**src/rtl/hex_pkg.sv**
```systemverilog
// Shared types and seven-segment helpers for the hex stopwatch controller.
// Segment codes are gfedcba, common anode (0 = segment lit).
package hex_pkg;

  typedef enum logic [1:0] {IDLE, RUN, PAUSE, LAP} sw_state_e;

  // One-cycle debounced press events
  typedef struct packed {
    logic clr;
    logic start;
    logic lap;
  } btn_evt_t;

  localparam logic [6:0] SEG_0     = 7'b1000000;
  localparam logic [6:0] SEG_1     = 7'b1111001;
  localparam logic [6:0] SEG_2     = 7'b0100100;
  localparam logic [6:0] SEG_3     = 7'b0110000;
  localparam logic [6:0] SEG_4     = 7'b0011001;
  localparam logic [6:0] SEG_5     = 7'b0010010;
  localparam logic [6:0] SEG_6     = 7'b0000010;
  localparam logic [6:0] SEG_7     = 7'b1111000;
  localparam logic [6:0] SEG_8     = 7'b0000000;
  localparam logic [6:0] SEG_9     = 7'b0010000;
  localparam logic [6:0] SEG_BLANK = 7'b1111111;

  function automatic logic [6:0] bcd_to_seg(input logic [3:0] d);
    case (d)
      4'd0:    bcd_to_seg = SEG_0;
      4'd1:    bcd_to_seg = SEG_1;
      4'd2:    bcd_to_seg = SEG_2;
      4'd3:    bcd_to_seg = SEG_3;
      4'd4:    bcd_to_seg = SEG_4;
      4'd5:    bcd_to_seg = SEG_5;
      4'd6:    bcd_to_seg = SEG_6;
      4'd7:    bcd_to_seg = SEG_7;
      4'd8:    bcd_to_seg = SEG_8;
      4'd9:    bcd_to_seg = SEG_9;
      default: bcd_to_seg = SEG_BLANK;
    endcase
  endfunction

endpackage

```
**src/rtl/hex_stopwatch_ctrl_pb_debounce.sv**
```systemverilog
// Active-low push-button debouncer: 2-flop synchronizer, stable-sample counter,
// registered one-cycle pulse on each accepted press.
module pb_debounce #(
  parameter int DEB_CYCLES = 500_000
) (
  input  logic CLK,
  input  logic RST,
  input  logic btn_n,
  output logic pressed,
  output logic press_pulse
);

  localparam int CW = (DEB_CYCLES > 1) ? $clog2(DEB_CYCLES) : 1;

  logic [1:0]    sync;
  logic [CW-1:0] cnt;
  logic          samp;

  assign samp = ~sync[1];

  always_ff @(posedge CLK) begin
    if (RST) begin
      sync        <= 2'b11;
      cnt         <= '0;
      pressed     <= 1'b0;
      press_pulse <= 1'b0;
    end else begin
      sync        <= {sync[0], btn_n};
      press_pulse <= 1'b0;
      if (samp == pressed) begin
        cnt <= '0;
      end else if (cnt == CW'(DEB_CYCLES - 1)) begin
        // Nth consecutive differing sample: accept the new level
        cnt         <= '0;
        pressed     <= samp;
        press_pulse <= samp;
      end else begin
        cnt <= cnt + CW'(1);
      end
    end
  end

endmodule

```
**src/rtl/hex_stopwatch_ctrl.sv**
```systemverilog
// 4-digit BCD stopwatch: debounced buttons drive a run/pause/lap/clear FSM,
// a tick prescaler and BCD counter; displays show live count or frozen lap.
module hex_stopwatch_ctrl
  import hex_pkg::*;
#(
  parameter int unsigned TICK_DIV   = 20_000_000,
  parameter int          DEB_CYCLES = 500_000
) (
  input  logic       CLK,
  input  logic       RST,
  input  logic [3:0] PB,
  output logic [6:0] HEX0,
  output logic [6:0] HEX1,
  output logic [6:0] HEX2,
  output logic [6:0] HEX3,
  output logic [7:0] LEDG
);

  localparam int PW = (TICK_DIV > 1) ? $clog2(TICK_DIV) : 1;

  sw_state_e       state, state_nx;
  btn_evt_t        evt;
  logic [2:0]      deb_pulse, deb_lvl_unused;
  logic            unused_pb0;
  logic [PW-1:0]   presc;
  logic [3:0][3:0] cnt, cnt_inc, lap_q, disp;
  logic            wrap, counting, tick, do_clear, do_cap, ovf;

  assign unused_pb0 = PB[0];

  pb_debounce #(.DEB_CYCLES(DEB_CYCLES)) u_deb [2:0] (
    .CLK         (CLK),
    .RST         (RST),
    .btn_n       (PB[3:1]),
    .pressed     (deb_lvl_unused),
    .press_pulse (deb_pulse)
  );

  assign evt = '{clr: deb_pulse[1], start: deb_pulse[0], lap: deb_pulse[2]};

  always_ff @(posedge CLK) begin
    if (RST) state <= IDLE;
    else     state <= state_nx;
  end

  // Highest-priority pulse valid in the current state wins; the rest drop
  always_comb begin
    state_nx = state;
    case (state)
      IDLE:    if (!evt.clr && evt.start) state_nx = RUN;
      RUN:     if (evt.start) state_nx = PAUSE;
               else if (evt.lap) state_nx = LAP;
      LAP:     if (evt.start) state_nx = PAUSE;
               else if (evt.lap) state_nx = RUN;
      PAUSE:   if (evt.clr) state_nx = IDLE;
               else if (evt.start) state_nx = RUN;
      default: state_nx = IDLE;
    endcase
  end

  always_comb begin
    do_clear = 1'b0;
    do_cap   = 1'b0;
    counting = 1'b0;
    LEDG     = 8'h00;
    case (state)
      IDLE:    begin do_clear = evt.clr; LEDG[3] = 1'b1; end
      RUN:     begin do_cap = !evt.start && evt.lap; counting = 1'b1; LEDG[0] = 1'b1; end
      LAP:     begin counting = 1'b1; LEDG[0] = 1'b1; LEDG[2] = 1'b1; end
      PAUSE:   begin do_clear = evt.clr; LEDG[1] = 1'b1; end
      default: ;
    endcase
    LEDG[7] = ovf;
  end

  assign tick = counting && (presc == PW'(TICK_DIV - 1));

  always_comb begin
    cnt_inc = cnt;
    wrap    = 1'b1;
    for (int i = 0; i < 4; i++) begin
      if (wrap) begin
        if (cnt[i] == 4'd9) begin
          cnt_inc[i] = 4'd0;
        end else begin
          cnt_inc[i] = cnt[i] + 4'd1;
          wrap       = 1'b0;
        end
      end
    end
  end

  always_ff @(posedge CLK) begin
    if (RST) begin
      presc <= '0;
      cnt   <= '0;
      lap_q <= '0;
      ovf   <= 1'b0;
    end else begin
      if (do_clear) begin
        presc <= '0;
        cnt   <= '0;
        ovf   <= 1'b0;
      end else if (counting) begin
        presc <= tick ? '0 : presc + PW'(1);
        if (tick) begin
          cnt <= cnt_inc;
          if (wrap) ovf <= 1'b1;
        end
      end
      if (do_cap) lap_q <= cnt;
    end
  end

  assign disp = (state == LAP) ? lap_q : cnt;
  assign HEX0 = bcd_to_seg(disp[0]);
  assign HEX1 = bcd_to_seg(disp[1]);
  assign HEX2 = bcd_to_seg(disp[2]);
  assign HEX3 = bcd_to_seg(disp[3]);

endmodule
```
**config.mk**
```make
export PLATFORM = sky130hd
export DESIGN_NAME = hex_stopwatch_ctrl
export DESIGN_NICKNAME = d
export VERILOG_FILES = /design/src/rtl/hex_pkg.sv /design/src/rtl/hex_stopwatch_ctrl_pb_debounce.sv /design/src/rtl/hex_stopwatch_ctrl.sv
export SDC_FILE = /design/constraint.sdc
export NUM_CORES = 1
export LEC_CHECK = 0
export ABC_AREA = 1
export ABC_CLOCK_PERIOD_IN_PS = 5200
export CORE_MARGIN = 4
export CORE_UTILIZATION = 55
export DETAILED_ROUTE_END_ITERATION = 16
export PLACE_DENSITY = 0.72
export SYNTH_ARGS = -nofsm -noshare
export SYNTH_HDL_FRONTEND = slang
export SYNTH_HIERARCHICAL = 1
export SYNTH_SLANG_ARGS = --single-unit
```
**constraint.sdc**
```tcl
create_clock -name CLK -period 5.2 [get_ports CLK]
set_input_delay 1.56 -clock CLK [delete_from_list [all_inputs] [get_ports CLK]]
set_output_delay 1.56 -clock CLK [all_outputs]
set_load 0.02 [all_outputs]
```
Word level (Yosys, flattened, before mapping):

Memories as Yosys holds them, arrays and structs flattened.
Index checks and enable logic that the tools add are counted.

* memories kept: 4
* word-level logic and storage cells: 113
* memory bits (read-only): 448
* input bits: 6
* output and inout bits: 36
* flip-flop bits (word level): 129

Memory list
* (no name shown): words 16, bits a word 7, read ports 1, clocked after memory_dff 0, write ports 0, line hex_pkg.sv:27 `case (d)`
* (no name shown): words 16, bits a word 7, read ports 1, clocked after memory_dff 0, write ports 0, line hex_pkg.sv:27
* (no name shown): words 16, bits a word 7, read ports 1, clocked after memory_dff 0, write ports 0, line hex_pkg.sv:27
* (no name shown): words 16, bits a word 7, read ports 1, clocked after memory_dff 0, write ports 0, line hex_pkg.sv:27

* add/sub/neg operators: 8
* muxes and demuxes: 27
* eq/ne operators: 18
* reduce and logical (&&, ||, !) cells: 24
* bitwise gates (word level): 9

Operator list (number)
* $add A19 B1 Y19 const B: 3
* $eq A19 B19 Y1 const B: 3
* $add A25 B1 Y25 const B: 1
* $eq A25 B25 Y1 const B: 1
* $mux W25: 1
* $reduce_or A3 Y1: 6
* $add A4 B1 Y4 const B: 4
* $eq A4 B4 Y1 const B: 4
* $mux W16: 1
* $mux W4: 4
* $mux W2: 7
* $mux W1: 13
* $reduce_and A3 Y1: 4
* $ne A3 B1 Y1 const B: 3
* $not A1 Y1: 9
* $pmux W2 S4: 1
* $reduce_and A2 Y1: 4
* $reduce_or A2 Y1: 3
* $eq A2 B2 Y1 const B: 2
* $reduce_and A4 Y1: 1
* $eq A1 B1 Y1: 3
* $logic_and A1 B1 Y1: 3
* $eq A2 B1 Y1 const B: 1
* $logic_not A1 Y1: 2
* other kinds (2): 2

Logic depth before layout (Yosys ltp):

Gate-level depths: netlist of the first run.

* depth after elaboration: 6
* depth in mapped cells: 11
* depth with buffers taken out: 10

By module:

Netlist of the first run, hierarchy kept.

By module, submodules not included
* hex_stopwatch_ctrl: times used 1, sequential area each 1201.2 um2, area each 3684.8 um2, cells an instance 589
* pb_debounce: times used 3, sequential area each 460.4 um2, area each 1112.3 um2, cells an instance 152

Worst setup path after synthesis of the first run:

No wires, ideal clock.

* kind: reg-to-output
* from: reg state[0]
* to: out HEX2[2]
* slack: 2.092 ns
* data arrival time: 1.548 ns
* data required time: 3.640 ns
* cell stages (with the launch flop): 7
* path buffers: 2
* cells stage by stage: dfxtp_1 buf_4 nand2_4 buf_4 o21ai_2 inv_2 o31ai_1

* word-level cells in the longest chain between the ends: 3

RTL lines
* start: declaration: line hex_stopwatch_ctrl.sv:21 `sw_state_e state, state_nx;`
* start signal: assignment: line hex_stopwatch_ctrl.sv:43 `else state <= state_nx;`
* $eq A2 B2 Y1: line hex_stopwatch_ctrl.sv:115 `assign disp = (state == LAP) ? lap_q : cnt;`
* $mux W16: line hex_stopwatch_ctrl.sv:115
* $mem_v2 Z16 W7
* end: declaration: line hex_stopwatch_ctrl.sv:14 `output logic [6:0] HEX2,`

Every way passes these cells.

Worst setup path in the final report of the first run:

* from: reg state[1]
* to: out HEX0[5]

* word-level cells in the longest chain between the ends: 3

RTL lines
* $eq A2 B2 Y1: line hex_stopwatch_ctrl.sv:115
* $mux W16: line hex_stopwatch_ctrl.sv:115
* $mem_v2 Z16 W7
* end: declaration: line hex_stopwatch_ctrl.sv:12 `output logic [6:0] HEX0,`

Every way passes these cells.

==> run metrics, run 1 <==
Fmax 0.245 GHz; Layout Cells excl Fill 1272; DR vias 6328; worst reg-to-reg setup slack 3260 ps; Slew Viols, Final 0; Rows 41; area delta synth->final 15.0%; I/O Buffers 37; sequential area share after synthesis 36.8%; clock sinks 129; FF-to-FF Start state[0]; syn avg cell area 6.72 µm²; Initial Util 55.9%; worst slew pin tran 517 ps; first-pass GRT wire length 25100 µm; crit path launch state[1]; synthesized flop and latch total 129; number of synthesized flops with an enable pin 0; First-pass DRT Iterations 5; worst path arrival time 2520 ps; Clock transition at path regs 50 ps; clock skew 8.72 ps; initial antenna violation count 0; Mapped Area 7020 µm²; drc violations 0; min-delay worst type flop to flop; period utilisation layout 78.4%; reg2reg end presc[11]; CTS HTree Levels 4; Fill cells 1179; Routed Antenna Nets 0; # IOs 42; Final Setup Violations 0; Clk Latency, worst-skew pair 420 ps; CP max FO 33; crit path cell chain nand2_4 > o21ai_2 > inv_1 > nand2_1 > nand2_1 > o21ai_1 > clkdlybuf4s50_1; post-CTS setup buffer count 0; final worst path period need 4080 ps; worst slack at placement 1560 ps; CP endpoint kind primary output; total grt overflow 0; TritonCTS clock tree built; Chip Width 121 µm; VDD IR-drop max 0.000230 V; layout cells sized above 1 11.5%; WL final 14100 µm; Final WS setup 1120 ps; Yosys top cell area share 36.8%; dominant synthesized flop cell dfxtp_1; vias in the first global route 5827; DRT iter0 DRCs 466; Crit Path Category flop to primary output; pin count of the biggest net entering global routing 34; placer congestion estimate 0.891; Critical Path Slowest Stage Cell clkdlybuf4s50_1; Placed Cells 1241; Worst EP required 3640 ps; Core Box Area 12600 µm²; Power Density 262 nW/µm²; Hold Buf Count CTS 0; CTS resizes 0; Tot Pwr 2110 µW; outcome complete, no violations; post-DR wirelength/cell 11.1 µm; gr usage total 20.6%; RSZ-0062 raised after global routing false; Die H 121 µm; post-DP HPWL 10000 µm; Async SR Flop Fraction 0%; post-synth top area cell dfxtp_1; ranking of synthesized cells by area dfxtp_1 37%, nand2_1 13%, nor2_1 8.9%; Final Hold Fails 0; Synth Instances 1045; total CTS buffers 17; Startpoint Class flop; maximum buffer depth of the clock tree 2; number of inserted diodes 0; Yosys cell types 40; nets 1098; R2R cell count 9; worst relative slew slack 65.5%; number of vias per cell 4.97; Root Driver clkbuf_16; total of max-cap violations 0; crit path capture HEX0[5]; number of synthesis warnings 6; die area 14600 µm²; most frequent CP cell nand2_1; Total Neg Setup Slack 0 ps; Pleak 0.00300 µW; Critical Path Max Stage Delay 620 ps
==> metrics by stage <==
stage / utilization (%) / instance area [µm²] / hold slack (ps)
after floorplan: - / 7030 / 389
after global placement: 59.8 / 7520 / 391
after detailed placement: 59.8 / 7520 / 401
after CTS: 64.2 / 8070 / 418
after global routing: 64.2 / 8070 / 421
final: 64.2 / 8070 / 409
==> cells in the mapped netlist (3+ instances only) <==
master	n
nor2_2	21
nor3_1	21
o21ai_1	16
a21oi_1	56
nand3_1	72
nand2_1	237
buf_4	9
or2_2	7
nand3_2	9
o31ai_1	4
or2_0	3
buf_2	4
nor2_4	6
ha_1	4
buf_6	3
nand2_2	10
nand4_1	18
inv_2	16
dfxtp_1	129
inv_1	121
nor3_2	3
o21ai_2	13
nor2_1	167
clkbuf_1	5
xor2_1	33
nand3_4	3
xnor2_1	10
o21ai_0	31
==> kinds of logic (layout without fill, tap and decap cells) <==
kind of cell	count (synthesis)	count (layout)	share of synthesized area, %
and+or+nand+nor	585	585	37.9
DFF	129	129	36.8
other	1	3	0.0534
adders and majority gates	4	4	0.713
AOI/OAI and AO/OA	124	124	9.84
xor gates and xnor gates	43	43	5.36
buffers and inverters	159	212	9.37
==> critical path: cells and delay by family (launching register included) <==
family / cells / cell delay, ps
compound gates: 2 / 480
buf+inv: 2 / 750
flops: 1 / 430
simple gates: 3 / 430
==> power breakdown <==
part / switching (µW) / internal, µW / total [µW]
clock: 425 / 665 / 1090
sequential: 1.59 / 992 / 993
combinational: 20.5 / 10.4 / 30.9
total: 447 / 1670 / 2110
==> cell type report <==
| type | count | area, µm² | area share (%) |
|---|---|---|---|
| inverters | 138 | 518 | 6.42 |
| flip-flops and latches | 129 | 2580 | 32.0 |
| well taps | 172 | 215 | 2.67 |
| clock inverters | 9 | 57.6 | 0.713 |
| multi-input cells | 759 | 3790 | 46.9 |
| clock buffers | 22 | 494 | 6.12 |
| repair buffers | 43 | 415 | 5.15 |
==> cell usage in the layout (no fill, tap or decap), types with 2 or more instances in the layout <==
| master | count |
|---|---|
| conb_1 | 3 |
| nand2_1 | 237 |
| buf_4 | 6 |
| xnor2_1 | 10 |
| o31ai_1 | 4 |
| clkinv_4 | 2 |
| or2_2 | 7 |
| inv_1 | 121 |
| ha_1 | 4 |
| nand3_1 | 72 |
| nor2_2 | 21 |
| nor3_1 | 21 |
| nand2_2 | 10 |
| clkbuf_8 | 5 |
| nor4_1 | 2 |
| inv_2 | 16 |
| clkinv_2 | 5 |
| nand3_4 | 3 |
| nor3_2 | 3 |
| clkdlybuf4s50_1 | 37 |
| clkinvlp_4 | 2 |
| nand3_2 | 9 |
| dfxtp_1 | 129 |
| clkbuf_16 | 17 |
| o21ai_1 | 16 |
| nand3b_1 | 2 |
| xor2_1 | 33 |
| a21oi_1 | 56 |
| o21ai_0 | 31 |
| nor2_1 | 167 |
| o21ai_2 | 13 |
| nor2_4 | 6 |
| or2_0 | 3 |
| nand4_1 | 18 |
==> layer usage <==
layer / wire [µm] / global-route usage [%] / vias up
met1: 6760 / 26.3 / 2831
met4: 230 / 7.08 / 0
met2: 6610 / 34.4 / 73
li1: - / - / 3400
met3: 459 / 4.71 / 24
met5: 0 / 0 / -
==> worst min-delay path by stage <==
stage                      from               end  slack (ps)  depth (start not counted)
2_1_floorplan  u_deb[0]/sync[0]  u_deb[0]/sync[1]         390                          1
3_3_place_gp   u_deb[2]/sync[0]  u_deb[2]/sync[1]         390                          1
5_1_grt        u_deb[2]/sync[0]  u_deb[2]/sync[1]         420                          1
4_1_cts        u_deb[2]/sync[0]  u_deb[2]/sync[1]         420                          1
3_5_place_dp   u_deb[2]/sync[0]  u_deb[2]/sync[1]         400                          1
6_report       u_deb[2]/sync[0]  u_deb[2]/sync[1]         410                          1
==> sequential cells by signal (all words and copies together) (netlist names) <==
| register | flops |
|---|---|
| u_deb/press_pulse | 3 |
| cnt | 16 |
| state | 2 |
| presc | 25 |
| u_deb/cnt | 57 |
| u_deb/sync | 6 |
| u_deb/pressed | 3 |
| lap_q | 16 |
| ovf | 1 |
Note: power is estimated with default switching activity, not from simulation.
==> run 2, diff against run 1 <==
Settings changed: ABC_CLOCK_PERIOD_IN_PS 5200 to 4250.
Clock period 5.2 ns to 4.25 ns, I/O delays scaled along.
==> run 2 against run 1 <==
Net effect:
- final cell count unchanged
- count of clock-buffer cells in the layout down 3
- power up 23%
- combinational power up 22%
- first-iteration DRC count down 47%
- setup slack worse by 650 ps
- global-route usage down 0.79 points
- non-clock buffer count down 1
- critical endpoint is now HEX2[0]
- largest cell class unchanged
- largest power group unchanged
==> run metrics, run 2 (synthesis results as in run 1) <==
Die H 121 µm; Core Box Area 12600 µm²; Chip Width 121 µm; Final Hold Fails 0; CP max FO 33; die area 14600 µm²; drc violations 0; total of max-cap violations 0; worst slew pin tran 509 ps; Critical Path Max Stage Delay 620 ps; worst relative slew slack 66.0%; maximum buffer depth of the clock tree 2; pin count of the biggest net entering global routing 34; clock sinks 129; # IOs 42; Total Neg Setup Slack 0 ps; vias in the first global route 5679; outcome complete, no violations; worst path arrival time 2500 ps; Critical Path Slowest Stage Cell clkdlybuf4s50_1; CP bufs+invs 2; gr usage total 19.8%; Clk Latency, worst-skew pair 410 ps; Crit Path Category flop to primary output; I/O Buffers 37; Biggest register u_deb/cnt; placer congestion estimate 0.879; Worst EP required 2970 ps; DR vias 6287; Layout Cells excl Fill 1272; final worst path period need 3780 ps; most frequent CP cell nand2_1; post-DP HPWL 9950 µm; VDD IR-drop max 0.000326 V; TritonCTS clock tree built; Initial Util 55.9%; CTS HTree Levels 4; Placed Cells 1240; Pleak 0.00298 µW; nets 1097; period utilisation layout 88.9%; RSZ-0062 raised after global routing false; Power Density 323 nW/µm²; Root Driver clkbuf_16; post-DR wirelength/cell 10.9 µm; Final Setup Violations 0; biggest regs u_deb/cnt: 57 flops, presc: 25 flops; Rows 41; min-delay worst type flop to flop; total grt overflow 0; Slew Viols, Final 0; First-pass DRT Iterations 4; initial antenna violation count 0; max reg flops 57; crit path cell chain nand2_4 > o21ai_1 > inv_1 > nand2_1 > nand2_1 > xor2_1 > clkdlybuf4s50_1; clock skew 10.2 ps; number of inserted diodes 0; commonest non-fill, non-tap cells in the layout 237 x nand2_1, 167 x nor2_1, 129 x dfxtp_1; Clock transition at path regs 60 ps; Startpoint Class flop; post-CTS setup buffer count 0; total CTS buffers 17; DRT iter0 DRCs 248; layout cells sized above 1 11.5%; WL final 13900 µm; Hold Buf Count CTS 0; CP delay by family, top buffers and inverters; most common cell after layout, fill and taps aside nand2_1; area delta synth->final 14.9%; CTS resizes 0; CP endpoint kind primary output; Fmax 0.265 GHz; number of vias per cell 4.94; first-pass GRT wire length 24200 µm; Routed Antenna Nets 0
## run 2: cell count changes in the layout (fill, tap and decap cells not counted)
| cell | before | now |
|---|---|---|
| clkinv_2 | 5 | 3 |
| bufinv_16 | 0 | 1 |
| buf_4 | 6 | 5 |
| clkbuf_1 | 0 | 1 |
| clkinvlp_4 | 2 | 7 |
| clkbuf_8 | 5 | 1 |
## run 2: report_power, final
part	leakage (µW)	internal, µW	total, µW	switching [µW]
Clock	0.000253	815	1350	536
Combinational	0.00168	12.1	37.6	25.5
Sequential	0.00104	1210	1210	1.80
## run 2: cell type report
type	instances	area, µm²
clock buffer	19	443
tap	172	215
sequential	129	2580
multi-input combinational	759	3790
inverter	138	518
clock inverter	13	115
fill	1178	4500
timing repair buffer	42	408
## run 2: worst paths after layout
| kind | slack (ps) | cells after the start | to | startpoint |
|---|---|---|---|---|
| setup / recovery | 470 | 7 | HEX2[0] | state[1] |
| hold / removal | 410 | 1 | u_deb[2]/sync[1] | u_deb[2]/sync[0] |
| setup reg to reg | 2310 | 9 | cnt[1] | state[0] |
| hold reg to reg | 410 | 1 | u_deb[2]/sync[1] | u_deb[2]/sync[0] |
## run 2: metrics by stage
stage | hold WS (ps) | power, µW | worst slack [ps] | instance area, µm² | utilization, %
after floorplan | 389 | 1270 | 1430 | 7030 | -
after global placement | 391 | 1280 | 913 | 7510 | 59.8
after detailed placement | 393 | 1280 | 881 | 7510 | 59.8
after CTS | 407 | 2640 | 435 | 8070 | 64.2
after global routing | 412 | 2690 | 265 | 8070 | 64.2
final | 406 | 2600 | 474 | 8070 | 64.2
## run 2: layer usage
layer	vias to the layer above	global-route usage (%)	wire length, µm
li1	3405	-	-
met1	2803	25.0	6640
met4	0	4.82	61
met2	74	33.9	6720
met3	5	5.08	508
met5	-	0	0
==> run 3, diff against run 2 <==
Settings changed: SYNTH_HIERARCHICAL 1 to not set.
==> run 3 against run 2 <==
Net effect:
- synthesized cell count down 1.2%
- register-to-register slack worse by 320 ps
- via count up 0.67%
- wire length up 2.2%
- combinational power down 2%
- sequential power about the same
- cell area down 1.3%
- critical endpoint is now HEX1[0]
- final cell count down 1.6%
- highest routed layer unchanged
- count of clock-buffer cells in the layout unchanged
==> run metrics, run 3 <==
Yosys top cell area share 37.4%; period utilisation layout 88.6%; Final Setup Violations 0; area delta synth->final 15.4%; post-DP HPWL 10200 µm; Slew Viols, Final 0; Critical Path Max Stage Delay 620 ps; CTS resizes 0; Routed Antenna Nets 0; # IOs 42; worst relative slew slack 58.7%; clock sinks 129; Mapped Area 6900 µm²; clock skew 8.24 ps; maximum buffer depth of the clock tree 2; most numerous cell in the Yosys netlist nand2_1; total CTS buffers 17; initial antenna violation count 0; number of vias per cell 5.06; Fmax 0.266 GHz; Tot Pwr 2690 µW; Async SR Flop Fraction 0%; commonest non-fill, non-tap cells in the layout 233 x nand2_1, 136 x inv_1, 130 x nor2_1; Multi-input gate area 3620 µm²; outcome complete, no violations; Crit Path Category flop to primary output; vias in the first global route 5708; Power Density 338 nW/µm²; Clk Latency, worst-skew pair 420 ps; VDD IR-drop max 0.000283 V; pin count of the biggest net entering global routing 34; die area 14400 µm²; total of max-cap violations 0; WL final 14200 µm; drc violations 0; number of synthesis warnings 0; crit path cell chain nand2_4 > o21ai_2 > inv_2 > nand2_1 > nand2_1 > xor2_1 > clkdlybuf4s50_1; CP max FO 33; sequential area share after synthesis 37.4%; number of inserted diodes 0; Rows 40; Startpoint Class flop; max reg flops 57; post-DR wirelength/cell 11.4 µm; Hold Buf Count CTS 0; min-delay worst type flop to flop; Critical Path Slowest Stage Cell clkdlybuf4s50_1; final worst path period need 3760 ps; Pleak 0.00309 µW; layout cells sized above 1 9.87%; DRT iter0 DRCs 467; worst path arrival time 2490 ps; biggest regs u_deb.cnt: 57 flops, presc: 25 flops; TritonCTS clock tree built; synthesized flop and latch total 129; worst slew pin tran 619 ps; Chip Width 120 µm; Root Driver clkbuf_16; post-synth top area cell dfxtp_1; most common cell after layout, fill and taps aside nand2_1; DR vias 6329; Worst EP required 2970 ps; total grt overflow 0; Initial Util 56.7%; Fill cells 1152; register area 2580 µm²; Biggest register u_deb.cnt; gr usage total 20.7%; number of synthesized flops with an enable pin 0; nets 1081; CTS HTree Levels 4; most instantiated cells after synthesis 233 x nand2_1, 136 x inv_1, 130 x nor2_1; Total Neg Setup Slack 0 ps; Die H 120 µm; Yosys cell types 38; placer congestion estimate 0.843; post-CTS setup buffer count 0; Clock transition at path regs 60 ps; syn avg cell area 6.69 µm²; First-pass DRT Iterations 5; Final Hold Fails 0; I/O Buffers 37; RSZ-0062 raised after global routing false; CP endpoint kind primary output; Core Box Area 12200 µm²; ranking of synthesized cells by area dfxtp_1 37%, nand2_1 13%, inv_1 7.4%; most frequent CP cell nand2_1; dominant synthesized flop cell dfxtp_1; first-pass GRT wire length 25000 µm; Synth Instances 1032
## run 3: changes by cell type after synthesis, sizes merged, moves of 9 or more
cell   change
nor2      -51
a21oi     +27
nand3     -17
nor3      +14
inv       +13
nand4      +9
## run 3: power by group
group	total, µW	switching (µW)	leakage, µW	internal (µW)
sequential	1220	2.27	0.00104	1210
clock	1440	547	0.000278	892
combinational	36.8	25.0	0.00177	11.8
total	2690	574	0.00309	2120
## run 3: final timing paths
| path | from | to | slack, ps | cells past startpoint |
|---|---|---|---|---|
| max | state[1] | HEX1[0] | 490 | 7 |
| min | u_deb[2].sync[0] | u_deb[2].sync[1] | 410 | 1 |
| max reg2reg | state[0] | presc[3] | 1990 | 8 |
| min reg2reg | u_deb[2].sync[0] | u_deb[2].sync[1] | 410 | 1 |
## run 3: per-stage QoR
stage	std cells	hold WS, ps	cell area [µm²]	setup slack, ps	utilization (%)
6_report	1252	407	7960	486	65.5
5_1_grt	1252	419	7960	241	65.5
4_1_cts	1252	408	7960	454	65.5
3_5_place_dp	1220	394	7370	841	60.6
3_3_place_gp	1220	396	7370	866	60.6
2_1_floorplan	1034	389	6910	1450	-
## run 3: critical path, delay by kind of cell, from the launching register on
kind | cells | cell delay [ps]
buf+inv | 2 | 690
flops | 1 | 440
simple gates | 3 | 440
xor+xnor | 1 | 140
compound gates | 1 | 350
## run 3: kinds of logic (layout without fill, tap and decap cells)
family,after synthesis,after routing,synth area share (%)
AOI/OAI and AO/OA,156,156,12.4
xor gates and xnor gates,33,33,4.19
adders and majority gates,4,4,0.725
buffers and inverters,172,222,10.2
DFF,129,129,37.4
other,1,3,0.0543
and+or+nand+nor,537,537,35.0
## run 3: layout make-up
type                       instances  area share (%)
timing repair buffer              40            4.93
clock buffer                      19            5.69
sequential                       129            32.4
multi-input combinational        733            45.5
clock inverter                    13            1.70
inverter                         150            7.07
tap                              168            2.64
## run 3: routing by layer
metal  track usage (%)  share of wire, %  up-vias  wire length [µm]
li1                  -                 -     3375                 -
met5                 0                 0        -                 0
met4              7.09               1.5        0               215
met1              26.9                49     2841              6980
met2              33.9                46       92              6520
met3              4.62               3.6       21               514
